[src/rtl/ifetch.sv]
// Instruction fetch stage: single-outstanding req/gnt reads from instruction memory into a small FIFO feeding decode.
// Build option MYCPU_IFETCH_SKID_EN: two-entry buffer so the next fetch overlaps a word waiting on decode.
module ifetch #(
    parameter int AW = 16,
    parameter int DW = 16
) (
    input  logic          clk,
    input  logic          rst_n,
    input  logic [AW-1:0] pc_in,
    input  logic          fetch_en,
    input  logic          flush,
    output logic          pc_adv,
    output logic          imem_req,
    output logic [AW-1:0] imem_addr,
    input  logic          imem_gnt,
    input  logic          imem_rvalid,
    input  logic [DW-1:0] imem_rdata,
    output logic          instr_valid,
    input  logic          instr_ready,
    output logic [DW-1:0] instr_out,
    output logic [AW-1:0] instr_pc
);

`ifdef MYCPU_IFETCH_SKID_EN
    localparam int DEPTH = 2;
`else
    localparam int DEPTH = 1;
`endif
    localparam int CW = $clog2(DEPTH + 1);
    localparam int PW = (DEPTH > 1) ? $clog2(DEPTH) : 1;

    typedef enum logic [1:0] {IDLE, REQ, WAIT} state_t;

    state_t        state, state_nx;
    logic          discard;
    logic          push, pop, load_addr, set_discard, clr_discard, can_start;
    logic [CW-1:0] count;
    logic [CW:0]   occ;
    logic [PW-1:0] wptr, rptr;
    logic [DW-1:0] buf_data [DEPTH];
    logic [AW-1:0] buf_pc   [DEPTH];

    function automatic logic [PW-1:0] ptr_inc(input logic [PW-1:0] p);
        return (p == PW'(DEPTH - 1)) ? '0 : p + 1'b1;
    endfunction

    // Space is reserved at request time: words held plus the one in flight.
    assign occ       = {1'b0, count} + {{CW{1'b0}}, (state == WAIT)};
    assign can_start = fetch_en && !flush && (occ < (CW + 1)'(DEPTH));

    assign instr_valid = (count != '0);
    assign instr_out   = buf_data[rptr];
    assign instr_pc    = buf_pc[rptr];
    assign pop         = instr_valid && instr_ready;

    always_ff @(posedge clk) begin
        if (!rst_n) begin
            state     <= IDLE;
            imem_addr <= '0;
            discard   <= 1'b0;
        end else begin
            state <= state_nx;
            if (load_addr)
                imem_addr <= pc_in;
            if (set_discard)
                discard <= 1'b1;
            else if (clr_discard)
                discard <= 1'b0;
        end
    end

    always_comb begin
        state_nx    = state;
        imem_req    = 1'b0;
        pc_adv      = 1'b0;
        push        = 1'b0;
        load_addr   = 1'b0;
        set_discard = 1'b0;
        clr_discard = 1'b0;
        unique case (state)
            IDLE: begin
                if (can_start) begin
                    state_nx  = REQ;
                    load_addr = 1'b1;
                end
            end
            REQ: begin
                imem_req = 1'b1;
                if (imem_gnt) begin
                    pc_adv = 1'b1;
                    // Zero-latency response completes here; pc_in is not yet advanced, so return via IDLE.
                    if (imem_rvalid) begin
                        push     = !flush;
                        state_nx = IDLE;
                    end else begin
                        set_discard = flush;
                        state_nx    = WAIT;
                    end
                end else if (flush) begin
                    state_nx = IDLE;
                end
            end
            WAIT: begin
                if (imem_rvalid) begin
                    push        = !discard && !flush;
                    clr_discard = 1'b1;
                    if (can_start) begin
                        state_nx  = REQ;
                        load_addr = 1'b1;
                    end else begin
                        state_nx = IDLE;
                    end
                end else if (flush) begin
                    set_discard = 1'b1;
                end
            end
            default: state_nx = IDLE;
        endcase
    end

    always_ff @(posedge clk) begin
        if (!rst_n) begin
            count <= '0;
            wptr  <= '0;
            rptr  <= '0;
            for (int unsigned i = 0; i < DEPTH; i++) begin
                buf_data[i] <= '0;
                buf_pc[i]   <= '0;
            end
        end else if (flush) begin
            count <= '0;
            wptr  <= '0;
            rptr  <= '0;
        end else begin
            if (push) begin
                buf_data[wptr] <= imem_rdata;
                buf_pc[wptr]   <= imem_addr;
                wptr           <= ptr_inc(wptr);
            end
            if (pop)
                rptr <= ptr_inc(rptr);
            unique case ({push, pop})
                2'b10:   count <= count + 1'b1;
                2'b01:   count <= count - 1'b1;
                default: ;
            endcase
        end
    end

endmodule
[config.mk]
export PLATFORM = sky130hd
export DESIGN_NAME = ifetch
export DESIGN_NICKNAME = d
export VERILOG_FILES = /design/src/rtl/ifetch.sv
export SDC_FILE = /design/constraint.sdc
export NUM_CORES = 1
export LEC_CHECK = 0
export BUFFER_PORTS_ARGS = -buffer_cell sky130_fd_sc_hd__clkbuf_2
export CAP_MARGIN = 15
export CORE_MARGIN = 4
export CORE_UTILIZATION = 47
export CTS_CLUSTER_DIAMETER = 150
export CTS_CLUSTER_SIZE = 12
export DETAILED_ROUTE_END_ITERATION = 16
export PLACE_DENSITY = 0.79
export SYNTH_ARGS = -nofsm -noshare
export SYNTH_HDL_FRONTEND = slang
export SYNTH_SLANG_ARGS = --single-unit
[constraint.sdc]
create_clock -name clk -period 2.7 [get_ports clk]
set_input_delay 0.405 -clock clk [delete_from_list [all_inputs] [get_ports clk]]
set_output_delay 0.405 -clock clk [all_outputs]
set_load 0.005 [all_outputs]
**Yosys cells after proc, flatten, opt, wreduce, memory -nomap -nowiden**

Memory sizes are Yosys's and may differ from the RTL's.
Index checks and enable logic that the tools add are counted.

- Input bits: 39
- Memory bits (writable): 32
- Flip-flop bits (word level): 20
- Memories: 2
- Logic and storage cells: 67

Memories:

| memory | words | bits a word | rd ports | clocked after memory_dff | wr ports | RTL line | RTL |
|---|---|---|---|---|---|---|---|
| buf_data | 1 | 16 | 1 | 0 | 1 | 40 | `logic [DW-1:0] buf_data [DEPTH];` |
| buf_pc | 1 | 16 | 1 | 0 | 1 | 41 | `logic [AW-1:0] buf_pc [DEPTH];` |

- Order comparisons: 1
- Multiplexer cells: 36
- Add/subtract/negate cells: 3
- Equality and inequality tests: 7
- Reduce and logical (&&, ||, !) cells: 13
- Bitwise gates (word level): 1

Operators by type and width:

| kind | count |
|---|---|
| $mux W16 | 2 |
| $reduce_or A16 Y1 | 2 |
| $mux W1 | 24 |
| $mux W2 | 5 |
| $pmux W1 S2 | 4 |
| $pmux W2 S3 | 1 |
| $eq A2 B1 Y1 const B | 2 |
| $eq A2 B2 Y1 const B | 2 |
| $logic_and A1 B1 Y1 | 4 |
| $ne A2 B2 Y1 const B | 2 |
| $reduce_bool A2 Y1 | 2 |
| $ne A3 B3 Y1 const B | 1 |
| $reduce_and A3 Y1 | 1 |
| $add A1 B1 Y2 | 1 |
| $logic_not A1 Y1 | 2 |
| $logic_not A2 Y1 | 1 |
| $lt A2 B1 Y1 const B | 1 |
| $reduce_or A2 Y1 | 1 |
| $add A1 B1 Y1 const B | 1 |
| $not A1 Y1 | 1 |
| $sub A1 B1 Y1 const B | 1 |

**Logic depth before layout (Yosys ltp)**

- Depth in word-level cells: 10
- Depth in mapped cells: 8
- Depth with buffers taken out: 6

**Worst setup path after synthesis**

Ideal clock, no wire load.

- Kind: reg2reg
- From: register state[1]
- To: memory buf_data[0][0] (enable)
- Cell stages (with the launch flop): 6
- Arrival time: 1.844 ns
- Setup slack: 0.462 ns
- Path buffers: 0
- Cell sequence: dfxtp_1 > inv_1 > ha_1 > nand3b_1 > a21oi_2 > nand2b_1

- Cells in the longest elaborated chain, start to end: 8
- Elaborated cells on any way between the ends: 9
- Those cells by class: eq/ne (2); mux (6); reduce/logical (1)

Ends and longest elaborated chain:

| element | RTL line | RTL |
|---|---|---|
| start, declared | 34 | `state_t state, state_nx;` |
| start signal, assigned | 62 | `state <= state_nx;` |
| $eq A2 B2 Y1 or $eq A2 B1 Y1 (tied branches) | 80 | `unique case (state)` |
| $pmux W1 S2 (*) | 80 |  |
| $mux W1 (*) | 135 | `if (push) begin` |
| $mux W1 (*) | 130 | `end else if (flush) begin` |
| $mux W1 (*) | 122 | `if (!rst_n) begin` |
| $mux W1 (implied by the code) (*) | 136 | `buf_data[wptr] <= imem_rdata;` |
| $reduce_or A16 Y1 (no source line) | n/a |  |
| $mux W1 (no source line) (*) | n/a |  |
| end, declared | 40 |  |

Every way passes the cells marked *; elsewhere a longest branch is shown, timed or not.

**Final worst setup path**

- From: register state[0]
- To: memory buf_pc[0][15] (enable)

- Cells in the longest elaborated chain, start to end: 8
- Elaborated cells on any way between the ends: 9
- Those cells by class: eq/ne (2); mux (6); reduce/logical (1)

Ends and longest elaborated chain:

| element | RTL line | RTL |
|---|---|---|
| $eq A2 B2 Y1 or $eq A2 B1 Y1 (tied branches) | 80 |  |
| $pmux W1 S2 (*) | 80 |  |
| $mux W1 (*) | 135 |  |
| $mux W1 (*) | 130 |  |
| $mux W1 (*) | 122 |  |
| $mux W1 (implied by the code) (*) | 137 | `buf_pc[wptr] <= imem_addr;` |
| $reduce_or A16 Y1 (no source line) | n/a |  |
| $mux W1 (no source line) (*) | n/a |  |
| end, declared | 41 |  |

Marked as above.

==> summary.md <==
| Metric | Value |
|---|---|
| Status | `finished, final reports clean` |
| Instance count of the mapped netlist | `roughly 180` |
| Die outline area | `~5700 um2` |
| Number of H-tree levels | `2` |
| Total Negative Setup Slacks | `0 ns` |
| CORE AREA | `4380 um2` |
| Fraction of final layout cells sized beyond drive strength 1 | `0.432` |
| Post-synth cell types | `28` |
| Iteration count of the initial detailed-routing pass | `4` |
| Drc violations | `0` |
| Fin cells | `about 320` |
| Post-synthesis register bit count | `52` |
| Relative area change from synthesis to final layout | `27.1%` |
| Final period util | `0.734` |
| Quantity of I/O buffers inserted on ports | `around 90` |
| Dominant cell type by area after synthesis | `sky130_fd_sc_hd__edfxtp_1` |
| F_max | `just over 500 MHz` |
| Critical Path Fanout Max | `24` |
| Clk sink count | `52` |
| Post-cts hold buffer count | `0` |
| Final weighted congestion in routability-driven placement | `about 0.73` |
| Area fraction of the dominant cell type after synthesis | `0.447` |
| Count of buffers added by post-CTS timing repair for setup | `0` |
| Number of gates given a new drive strength after cts | `0` |
| Average cell area after synthesis | `12.3 um2` |
| Antenna-violating nets left | `0` |
| Endpoints failing hold | `0` |
| Fillcell total | `approximately 370` |
| Leakage power summed over all cells | `roughly 1.3 nW` |
| Post-synthesis instance area | `approximately 2200 um2` |
| Chip width | `75.6 um` |
| Estimated wirelength of the detail-placed design | `3190 um` |
| Element type at the critical path end | `flip-flop` |
| Final worst hold slack | `0.322 ns` |
| Final worst path period need | `about 2.0 ns` |
| Final setup violating endpoints | `0` |
| Transition time at the pin with the least slew margin | `between 0.5 and 0.6 ns` |
| TritonCTS clock tree | `built` |
| Combined area of the multi-input logic cells | `~700 um2` |
| Number of cells after detailed placement | `about 310` |
| Number of maximum-capacitance violations | `0` |
| Setup Skew | `approximately 0.007 ns` |
| Clock-pin slew of the registers on the worst-case setup and hold paths | `about 0.09 ns` |
| Peak per-stage delay on the critical path | `0.44 ns` |
| Average wire length per cell after detail routing | `~14 um` |
| Maximum number of pins on one net before global-route repair | `54` |
| Worst Path Arrival | `just under 2 ns` |
| Cell with the largest stage delay on the worst path | `sky130_fd_sc_hd__nand2b_1` |
| Boundary Pins | `90` |
| Sum of overflow across all layers after global routing | `0` |
| Net Count, Synth | `218` |
| Worst min-delay path class | `primary input to flip-flop` |
| Standard-cell row count | `24` |
| Via count of the first global-routing pass | `~1400` |
| Number of buffer and inverter stages on the critical path | `2` |
| Unrepaired setup endpoints after global routing | `no` |
| Skew-Pair Late Insertion Delay | `0.30 ns` |
| Crit path max-delay family | `simple AND/OR/NAND/NOR gates` |
| TritonCTS Buffers | `5` |
| Kind of critical path | `flip-flop to flip-flop` |
| Initial cell density of the core | `0.491` |
| Number of antenna repair diodes | `0` |
| Vias per cell | `between 4 and 5` |
| CTS Buffer Depth | `2` |
| Global-route wire length before repair | `roughly 6600 um` |
| Nets | `around 310` |
| Initial antenna violation count | `0` |
| Critical Path Source Type | `flip-flop` |
| Cell at the root of the clock tree | `sky130_fd_sc_hd__clkbuf_8` |
| Max_slew headroom | `0.600` |
| Synthesis Warnings | `0` |
| Number of pins with negative max-slew slack in the final report | `0` |
| Crit-path cells | `inv_1 > ha_1 > nand3b_1 > a21oi_2 > nand2b_1 > buf_12` |
| Storage element area | `1360 um2` |
| Data required time at the worst endpoint | `2.71 ns` |
| Vertical die dimension | `roughly 76 um` |
| Maximum vdd ir drop | `around 330 uV` |
| Routed wire length | `about 4300 um` |
| DRC marker count from the first detailed-route iteration | `just over 80` |
| Power Density | `roughly 560 nW/um2` |
| Most area-consuming cells after synthesis | `sky130_fd_sc_hd__edfxtp_1 (45%), sky130_fd_sc_hd__dfxtp_1 (19%), sky130_fd_sc_hd__and3_1 (9.3%), sky130_fd_sc_hd__nand2_1 (6.5%), sky130_fd_sc_hd__a21boi_2 (5.2%)` |
| Total number of vias | `1544` |
| Aggregate global-route resource usage | `0.155` |
| Sequential element share of the synthesized area | `0.633` |
[where the power goes]
part	leakage [nW]	total, W	switching [W]	internal [W]
sequential	0.493	0.000883	0.0000138	0.000869
clock	0.0552	0.000515	0.000240	0.000275
combinational	0.763	0.000138	0.0000716	0.0000661
[layout make-up]
cell class | count | share of cell area
clock inverter | 2 | 0.0128
tap | 52 | 0.0238
inverter | 5 | 0.00686
timing repair buffer | 92 | 0.176
clock buffer | 6 | 0.0265
multi-input combinational | 107 | 0.256
sequential | 52 | 0.498
[layer usage]
layer  track usage  part of all wire  vias up
li1              -                 -      792
met1         0.175              0.40      703
met2         0.275              0.52       43
met3        0.0554             0.072        6
met4        0.0466             0.013        0
met5             0                 0        -
[worst register-to-register path, delay by kind of cell, from the launching register on]
family          cells  cell delay [ns]
compound gates      1             0.13
flops               1             0.37
simple gates        2             0.54
fa+ha+maj           1             0.31
buf+inv             2             0.34
[sequential cells by signal, summed over array words and instances, names as in the netlist]
register	count
buf_data	16
buf_pc	16
imem_addr	16
state	2
discard	1
instr_valid	1
[layout by cell type (no fill, tap or decap), drive strengths merged]
cell type and instances:
and2 1, nor2 1, inv 5, a21boi 16
buf 3, o211a 1, ha 4, nand2 37
mux2i 1, a211oi 1, or4b 1, and3 32
nor3b 1, a21oi 2, nand3b 2, bufinv 1
o221a 1, clkinv 1, clkbuf 95, xnor2 1
edfxtp 32, nor2b 1, dfxtp 20, o32ai 1
nand2b 2, nor4b 1
[cells in the mapped netlist (all sizes together)]
library cell and instances:
a211oi 1, a21boi 16, a21oi 2, and2 1, and3 32, buf 3, clkbuf 8, dfxtp 20
edfxtp 32, ha 4, inv 5, mux2i 1, nand2 37, nand2b 2, nand3b 2, nor2 1
nor2b 1, nor3b 1, nor4b 1, o211a 1, o221a 1, o32ai 1, or4b 1, xnor2 1
[cell families after synthesis]
| kind of cell | count (synthesis) | share of synthesized area |
|---|---|---|
| muxes | 1 | 0.00465 |
| buffers and inverters | 16 | 0.0413 |
| DFF | 52 | 0.633 |
| adders and majority gates | 4 | 0.0233 |
| AOI/OAI and AO/OA | 22 | 0.0989 |
| xor gates and xnor gates | 1 | 0.00407 |
| and+or+nand+nor | 79 | 0.195 |
[final timing paths]
check	from	end	slack, ns	depth (start not counted)
min reg2reg	imem_addr[8]	imem_addr[8]	0.48	2
max	state[0]	buf_pc[0][15]	0.72	6
max reg2reg	state[0]	buf_pc[0][15]	0.72	6
min	pc_in[10]	imem_addr[10]	0.32	3
[stage by stage]
| step | area, um2 | setup slack [ns] | util | power [W] |
|---|---|---|---|---|
| after CTS | 2730 | 0.732 | 0.624 | 0.00155 |
| after floorplan | 2150 | 0.462 | - | 0.000970 |
| final | 2730 | 0.718 | 0.624 | 0.00154 |
| after detailed placement | 2630 | 0.751 | 0.599 | 0.00104 |
| after global placement | 2630 | 0.846 | 0.599 | 0.00104 |
| after global routing | 2730 | 0.579 | 0.624 | 0.00160 |
Note: power is estimated with default switching activity, not from simulation.
